**config.mk**
```make
export PLATFORM = sky130hd
export DESIGN_NAME = gerador_janela
export DESIGN_NICKNAME = d
export VERILOG_FILES = /design/src/rtl/janela_pkg.sv /design/src/rtl/buffer_linha.sv /design/src/rtl/filtro.sv /design/src/rtl/gerador_janela.sv
export SDC_FILE = /design/constraint.sdc
export NUM_CORES = 1
export LEC_CHECK = 0
export CORE_MARGIN = 4
export CORE_UTILIZATION = 64
export CTS_BUF_LIST = sky130_fd_sc_hd__clkbuf_4 sky130_fd_sc_hd__clkbuf_8 sky130_fd_sc_hd__clkbuf_16
export DETAILED_ROUTE_END_ITERATION = 10
export PLACE_DENSITY_LB_ADDON = 0.1
export SYNTH_ARGS = -nofsm -noshare
export SYNTH_HDL_FRONTEND = slang
export SYNTH_HIERARCHICAL = 1
export SYNTH_SLANG_ARGS = --single-unit
export TNS_END_PERCENT = 20
```
**constraint.sdc**
```tcl
create_clock -name clk -period 13.3 [get_ports clk]
set_clock_uncertainty 0.1 [all_clocks]
set_input_delay 1.33 -clock clk [delete_from_list [all_inputs] [get_ports clk]]
set_output_delay 1.33 -clock clk [all_outputs]
set_load 0.05 [all_outputs]
```
**src/rtl/janela_pkg.sv**
```systemverilog
// janela_pkg
// Shared definitions for the 3x3 window generator: pixel width, the packed
// window type (element 0 = E0, top-left; element 8 = E8, bottom-right) and
// the default image geometry.
package janela_pkg;

  localparam int PIXEL_W     = 8;
  localparam int LARGURA_PAD = 16;
  localparam int ALTURA_PAD  = 16;

  typedef logic [8:0][PIXEL_W-1:0] janela_t;

endpackage

```
**src/rtl/buffer_linha.sv**
```systemverilog
// buffer_linha
// One image row of pixel storage, single port, read-before-write: dout is
// the word stored at addr before the write that happens on this rising edge.
// Contents are deliberately not reset.
//   clk  : clock
//   we   : write enable
//   addr : column address
//   din  : pixel written at addr
//   dout : pixel currently stored at addr (combinational read)
module buffer_linha
  import janela_pkg::*;
#(
  parameter int LARGURA = LARGURA_PAD
) (
  input  logic                       clk,
  input  logic                       we,
  input  logic [$clog2(LARGURA)-1:0] addr,
  input  logic [PIXEL_W-1:0]         din,
  output logic [PIXEL_W-1:0]         dout
);

  logic [PIXEL_W-1:0] mem [LARGURA];

  always_ff @(posedge clk) begin
    if (we) begin
      mem[addr] <= din;
    end
  end

  assign dout = mem[addr];

endmodule

```
**src/rtl/filtro.sv**
```systemverilog
// filtro
// Registered median of a 3x3 window. Only built when
// GERADOR_JANELA_MEDIANA_EN is defined.
//   clk, rst      : clock, asynchronous active-high reset
//   janela        : registered window from gerador_janela
//   janela_valid  : window is new this cycle
//   mediana       : median of the last valid window (holds otherwise)
//   mediana_valid : one cycle after janela_valid
`ifdef GERADOR_JANELA_MEDIANA_EN
module filtro
  import janela_pkg::*;
(
  input  logic               clk,
  input  logic               rst,
  input  janela_t            janela,
  input  logic               janela_valid,
  output logic [PIXEL_W-1:0] mediana,
  output logic               mediana_valid
);

  // Full sort of the nine samples; the fifth smallest is the median.
  function automatic logic [PIXEL_W-1:0] mediana9(input janela_t w);
    janela_t            v;
    logic [PIXEL_W-1:0] t;
    v = w;
    for (int i = 0; i < 8; i++) begin
      for (int j = 0; j < 8 - i; j++) begin
        if (v[j] > v[j+1]) begin
          t      = v[j];
          v[j]   = v[j+1];
          v[j+1] = t;
        end
      end
    end
    return v[4];
  endfunction

  logic [PIXEL_W-1:0] med_q, med_d;
  logic               mv_q, mv_d;

  always_comb begin
    med_d = janela_valid ? mediana9(janela) : med_q;
    mv_d  = janela_valid;
  end

  always_ff @(posedge clk or posedge rst) begin
    if (rst) begin
      med_q <= '0;
      mv_q  <= 1'b0;
    end else begin
      med_q <= med_d;
      mv_q  <= mv_d;
    end
  end

  assign mediana       = med_q;
  assign mediana_valid = mv_q;

endmodule
`endif

```
**src/rtl/gerador_janela.sv**
```systemverilog
// gerador_janela
// Builds a sliding 3x3 window over a raster pixel stream using two line
// buffers. A window is emitted only when all nine pixels belong to the
// current frame (row >= 2, col >= 2), so stale line-buffer data from an
// earlier or aborted frame can never reach the outputs.
// Optional feature: define GERADOR_JANELA_MEDIANA_EN to add a registered
// median filter (ports mediana, mediana_valid).
//   clk, rst      : clock, asynchronous active-high reset
//   pixel_in      : raster-order pixel
//   pixel_valid   : pixel_in accepted on this edge
//   sof           : accepted pixel is (0,0)
//   E0..E8        : window, row-major, E4 centre
//   janela_valid  : E0..E8 are new this cycle
//   eof           : last window of the frame
module gerador_janela
  import janela_pkg::*;
#(
  parameter int LARGURA = LARGURA_PAD,
  parameter int ALTURA  = ALTURA_PAD
) (
  input  logic       clk,
  input  logic       rst,
  input  logic [7:0] pixel_in,
  input  logic       pixel_valid,
  input  logic       sof,
  output logic [7:0] E0,
  output logic [7:0] E1,
  output logic [7:0] E2,
  output logic [7:0] E3,
  output logic [7:0] E4,
  output logic [7:0] E5,
  output logic [7:0] E6,
  output logic [7:0] E7,
  output logic [7:0] E8,
  output logic       janela_valid,
  output logic       eof
`ifdef GERADOR_JANELA_MEDIANA_EN
  ,
  output logic [7:0] mediana,
  output logic       mediana_valid
`endif
);

  localparam int CW = $clog2(LARGURA);
  localparam int RW = $clog2(ALTURA);
  localparam logic [CW-1:0] COL_MAX  = CW'(LARGURA - 1);
  localparam logic [RW-1:0] ROW_MAX  = RW'(ALTURA - 1);
  localparam logic [CW-1:0] COL_UM   = CW'(1);
  localparam logic [RW-1:0] ROW_UM   = RW'(1);
  localparam logic [CW-1:0] COL_DOIS = CW'(2);
  localparam logic [RW-1:0] ROW_DOIS = RW'(2);

  logic [CW-1:0]      col_q, col_d, col_eff;
  logic [RW-1:0]      row_q, row_d, row_eff;
  janela_t            win_q, win_d;
  janela_t            saida_q, saida_d;
  logic               jv_q, jv_d;
  logic               eof_q, eof_d;
  logic               qualifica;
  logic [PIXEL_W-1:0] rd_r1, rd_r2;

  // Row r-1 buffer takes the incoming pixel; row r-2 buffer takes what row
  // r-1 held at this column, so rows age by one on every pass.
  buffer_linha #(.LARGURA(LARGURA)) u_linha_1 (
    .clk  (clk),
    .we   (pixel_valid),
    .addr (col_eff),
    .din  (pixel_in),
    .dout (rd_r1)
  );

  buffer_linha #(.LARGURA(LARGURA)) u_linha_2 (
    .clk  (clk),
    .we   (pixel_valid),
    .addr (col_eff),
    .din  (rd_r1),
    .dout (rd_r2)
  );

  always_comb begin
    // sof forces the accepted pixel to (0,0) whatever the counters say.
    col_eff = sof ? '0 : col_q;
    row_eff = sof ? '0 : row_q;

    col_d = col_q;
    row_d = row_q;
    if (pixel_valid) begin
      if (col_eff == COL_MAX) begin
        col_d = '0;
        row_d = (row_eff == ROW_MAX) ? '0 : row_eff + ROW_UM;
      end else begin
        col_d = col_eff + COL_UM;
        row_d = row_eff;
      end
    end

    win_d = win_q;
    if (pixel_valid) begin
      win_d[0] = win_q[1];
      win_d[1] = win_q[2];
      win_d[2] = rd_r2;
      win_d[3] = win_q[4];
      win_d[4] = win_q[5];
      win_d[5] = rd_r1;
      win_d[6] = win_q[7];
      win_d[7] = win_q[8];
      win_d[8] = pixel_in;
    end

    qualifica = pixel_valid && (row_eff >= ROW_DOIS) && (col_eff >= COL_DOIS);
    saida_d   = qualifica ? win_d : saida_q;
    jv_d      = qualifica;
    eof_d     = qualifica && (row_eff == ROW_MAX) && (col_eff == COL_MAX);
  end

  always_ff @(posedge clk or posedge rst) begin
    if (rst) begin
      col_q   <= '0;
      row_q   <= '0;
      win_q   <= '0;
      saida_q <= '0;
      jv_q    <= 1'b0;
      eof_q   <= 1'b0;
    end else begin
      col_q   <= col_d;
      row_q   <= row_d;
      win_q   <= win_d;
      saida_q <= saida_d;
      jv_q    <= jv_d;
      eof_q   <= eof_d;
    end
  end

  assign E0 = saida_q[0];
  assign E1 = saida_q[1];
  assign E2 = saida_q[2];
  assign E3 = saida_q[3];
  assign E4 = saida_q[4];
  assign E5 = saida_q[5];
  assign E6 = saida_q[6];
  assign E7 = saida_q[7];
  assign E8 = saida_q[8];
  assign janela_valid = jv_q;
  assign eof          = eof_q;

`ifdef GERADOR_JANELA_MEDIANA_EN
  filtro u_filtro (
    .clk           (clk),
    .rst           (rst),
    .janela        (saida_q),
    .janela_valid  (jv_q),
    .mediana       (mediana),
    .mediana_valid (mediana_valid)
  );
`endif

endmodule

```
* After elaboration in Yosys (flattened, before gate mapping)
Memory sizes are Yosys's and may differ from the RTL's.
Cells that the tools add are included.
** Word-level totals
- Bits in registers :: 154
- Bits in writable memories :: 256
- Word-level logic and storage cells :: 42
- Memories kept :: 2
** Memories
- u_linha_1.mem :: depth 16, width 8, rd ports 1, clocked after Yosys merged registers in 0, wr ports 1, RTL line buffer_linha.sv:22 : logic [PIXEL_W-1:0] mem [LARGURA];
- u_linha_2.mem :: depth 16, width 8, rd ports 1, clocked after Yosys merged registers in 0, wr ports 1, RTL line buffer_linha.sv:22
** Cells by class
- $add $sub $neg :: 2
- $lt $le $gt $ge :: 2
- Equal/unequal tests :: 2
- Muxes and demuxes :: 8
- Reductions and logical operators :: 4
** Operators by type and width (number)
- 2-to-1 mux 72 bit :: 1
- 2-to-1 mux 4 bit :: 5
- adder 4 x 1 -> 4 bit (second input constant) :: 2
- equality test 4 bit (second input constant) :: 2
- greater-or-equal comparator 4 x 2 -> 1 bit (second input constant) :: 2
- logical AND 1 bit :: 4
- 2-to-1 mux 1 bit :: 2

* Longest topological paths before layout
- Depth after elaboration :: 6
- Mapped depth :: 10
- Gate-level depth less buffers :: 7

* Modules after synthesis
The synthesis kept the hierarchy.
** By module, submodules not included
- buffer_linha :: times used 2, cells an instance 222, area each 4907.2 um2, sequential area each 3843.7 um2
- gerador_janela :: times used 1, cells an instance 366, area each 6253.5 um2, sequential area each 3853.7 um2

* Worst setup path after synthesis
No wires, ideal clock.
- Kind :: input -> register
- Start :: input sof
- End :: register saida_q (netlist bit E5[6])
- Setup time :: 0.125 ns
- Arrival time :: 3.683 ns
- Data required time :: 13.075 ns
- Setup slack :: 9.392 ns
- Cell stages on the path :: 9
- Buffers on the path :: 2
- Cell sequence :: clkbuf_1 > nand2b_1 > inv_1 > buf_1 > mux4_2 > a22oi_1 > nand2_1 > mux2_2 > mux2_4
** RTL lines
- start: declaration :: RTL line gerador_janela.sv:25 : input logic sof,
- end signal: assignment :: RTL line gerador_janela.sv:128 : saida_q <= saida_d;
- end: declaration :: RTL line gerador_janela.sv:56 : janela_t saida_q, saida_d;

==> metrics.txt <==
outcome completed; placed inst area 17100 µm²; Cells after Synth 810; Setup CP Type in -> reg; Static Leakage 0.00680 µW; CTS tree done; Synth cell types 38; Startpoint Class input pin; Hold WS 398 ps; CTS Hold Bufs 0; Final Wtd Congestion 0.765; final net count 923; total track usage 22.8%; DIE HEIGHT 166 µm; Vias 7765; Synth Area in Adders 0.234%; main flop type after synthesis edfxtp_1; Clock Root Buffer clkbuf_16; post_cts resized 0; DR WL met2 16.2 mm; clock network power share 38.2%; initial antenna violation count 0; first-pass GRT wire length 49.3 mm; Synth Area in XOR/XNOR 0%; H-tree Lvls 2; CP endpoint kind register; IO Port Bufs 85; Top Layer Used met4; Max-cap violations 0; Total Wirelength 31.0 mm; share of layout cells above drive strength 1 32.1%; CTS Buf Count 40; fmax 0.190 GHz; post-CTS setup buffer count 0; Area Overhead vs Synth 15.0%; Core ar. 24500 µm²; routed len/inst 24.5 µm; Fin. Hold Viols 0; maximum clock path buffer count 3; Sw Share 22.5%; Pint 2290 µW; total power 2960 µW; Setup WS pre-CTS 7450 ps; # DRC 0; Cell Pwr Density 160 nW/µm²; setup ws final 8030 ps; sequential cell area fraction in the yosys report 71.8%; Final Max Slew Viols 0; Ant. Diodes 0; Post-synth EDFFs 256; Cell Rows 57; Worst VDD drop 0.000126 V; Post-Synth Simple-Gate Area 2.97%; final setup fails 0; Final Cell Area 18500 µm²; CTS sink cnt 410; path type of the worst min-delay path reg -> reg; average size of a mapped cell 19.8 µm²; clock-pin slew on the worst setup and hold paths 60 ps; top fanout value on the critical path 41; #FFs+latches synth 410; via/cell ratio 6.15; mux share of post-synthesis cell area 20.7%; Starting DRT DRC Count 948; NetSw 664 µW; DR WL met3 1.72 mm; Post-DP HPWL 19.2 mm; I/O pin cnt 86; Final min period 5270 ps; Synth Warn # 6; mapped cell area 16100 µm²; sequential power share 51.5%; setup_tns 0 ps; Slew @ Worst Pin 1260 ps; RSZ-0062 raised after global routing no; CP arrival 5570 ps; die width 166 µm; async set-reset flop share out of synthesis 37.6%; Period Utilization, post-route 39.6%; post-synthesis compound-gate area fraction 2.16%; Comb pwr share 10.2%; Worst slew margin 15.1%; Pre-antenna DRT Iters 5; main combinational cell family by area after synthesis multiplexers; Worst-Skew Late Latency 520 ps; largest net degree at the start of global routing 84; antenna-violating nets left 0; vias in the first global route 8470; met1 wire length 12.4 mm; area of the die 27700 µm²; fill cell count 1405; total grt overflow 0; Starting Density 65.5%; commonest non-fill, non-tap cell in the layout edfxtp_1; worst path required time 13600 ps; post-synthesis net count 825; commonest non-fill, non-tap cells in the layout edfxtp_1 (256), dfrtp_1 (154), clkdlybuf4s50_1 (84), mux2_2 (75), mux2_4 (69)
-- metrics by stage --
step                      util, %  std cells
after floorplan                 -        810
after global placement       69.7       1189
after detailed placement     69.7       1189
after CTS                    75.2       1261
after global routing         75.3       1262
final                        75.3       1262
-- flip-flops by register name (all words and copies together), names as in the netlist, 8 cells and up --
name	flops
E2	8
E3	8
E8	8
E7	8
E5	8
E0	8
u_linha_2/mem	128
win_q	72
E6	8
u_linha_1/mem	128
E4	8
E1	8
-- area by class of cell --
cell class              count  area (µm²)  area share [%]
clock inverters            12         121           0.657
repair buffers             97         938            5.08
multi-input cells         356        4210            22.8
well taps                 324         405            2.19
flip-flops and latches    410       11500            62.5
clock buffers              60        1240            6.72
inverters                   3        18.8           0.102
-- critical path, cell delays in order --
cell and delay (ps):
clkdlybuf4s50_1 650, nand2b_1 330, inv_4 560, buf_4 700
mux4_2 610, a22oi_1 220, nand2_1 410, mux2_2 450
mux2_4 260
-- per-layer routing --
metal,vias up,track usage (%)
met5,-,0
met4,0,4.91
met3,47,3.67
met2,269,39.3
met1,4088,31.6
li1,3361,-
-- power groups by stage --
stage,combinational [µW],sequential (µW),clock (µW)
after floorplan,221,1530,0
after global placement,287,1540,0
after detailed placement,304,1550,0
after CTS,305,1520,1150
after global routing,332,1530,1210
final,302,1520,1130
-- logic make-up after synthesis --
group	count (synthesis)
fa+ha+maj	3
flops	410
mux	208
buf+inv	44
compound gates	48
simple gates	97
-- final timing paths --
| path | start | end | slack, ps | cells past startpoint |
|---|---|---|---|---|
| max | sof | E5[1]$_DFFE_PP0P_ | 8030 | 9 |
| min | win_q[50]$_DFF_PP0_ | win_q[50]$_DFF_PP0_ | 400 | 1 |
| max reg2reg | col_q[0]$_DFFE_PP0P_ | E5[1]$_DFFE_PP0P_ | 9310 | 8 |
| min reg2reg | win_q[50]$_DFF_PP0_ | win_q[50]$_DFF_PP0_ | 400 | 1 |
| max in group asynchronous | rst | win_q[9]$_DFF_PP0_ | 10430 | 3 |
| min in group asynchronous | rst | E3[3]$_DFFE_PP0P_ | 1180 | 2 |
-- cell usage after synthesis, types with 2 or more instances --
library cell	instances	share of area [%]
nor3_1	11	0.34
buf_2	13	0.40
nand2b_1	6	0.23
and2_1	2	0.078
o31ai_1	2	0.093
nor2b_1	10	0.39
inv_1	3	0.070
ha_1	3	0.23
dfrtp_1	154	24
clkbuf_2	2	0.062
edfxtp_1	256	48
mux4_2	64	9.0
buf_12	7	0.87
buf_6	6	0.42
nand2_1	25	0.58
nor2_1	29	0.68
nand3b_1	4	0.19
or3b_2	2	0.11
buf_1	8	0.19
nand3_1	3	0.093
a21oi_1	2	0.062
clkbuf_1	5	0.12
mux2_4	69	6.4
mux2_2	75	5.3
o21ai_0	5	0.16
a22oi_1	32	1.5
Power figures use the tool's default switching activity.
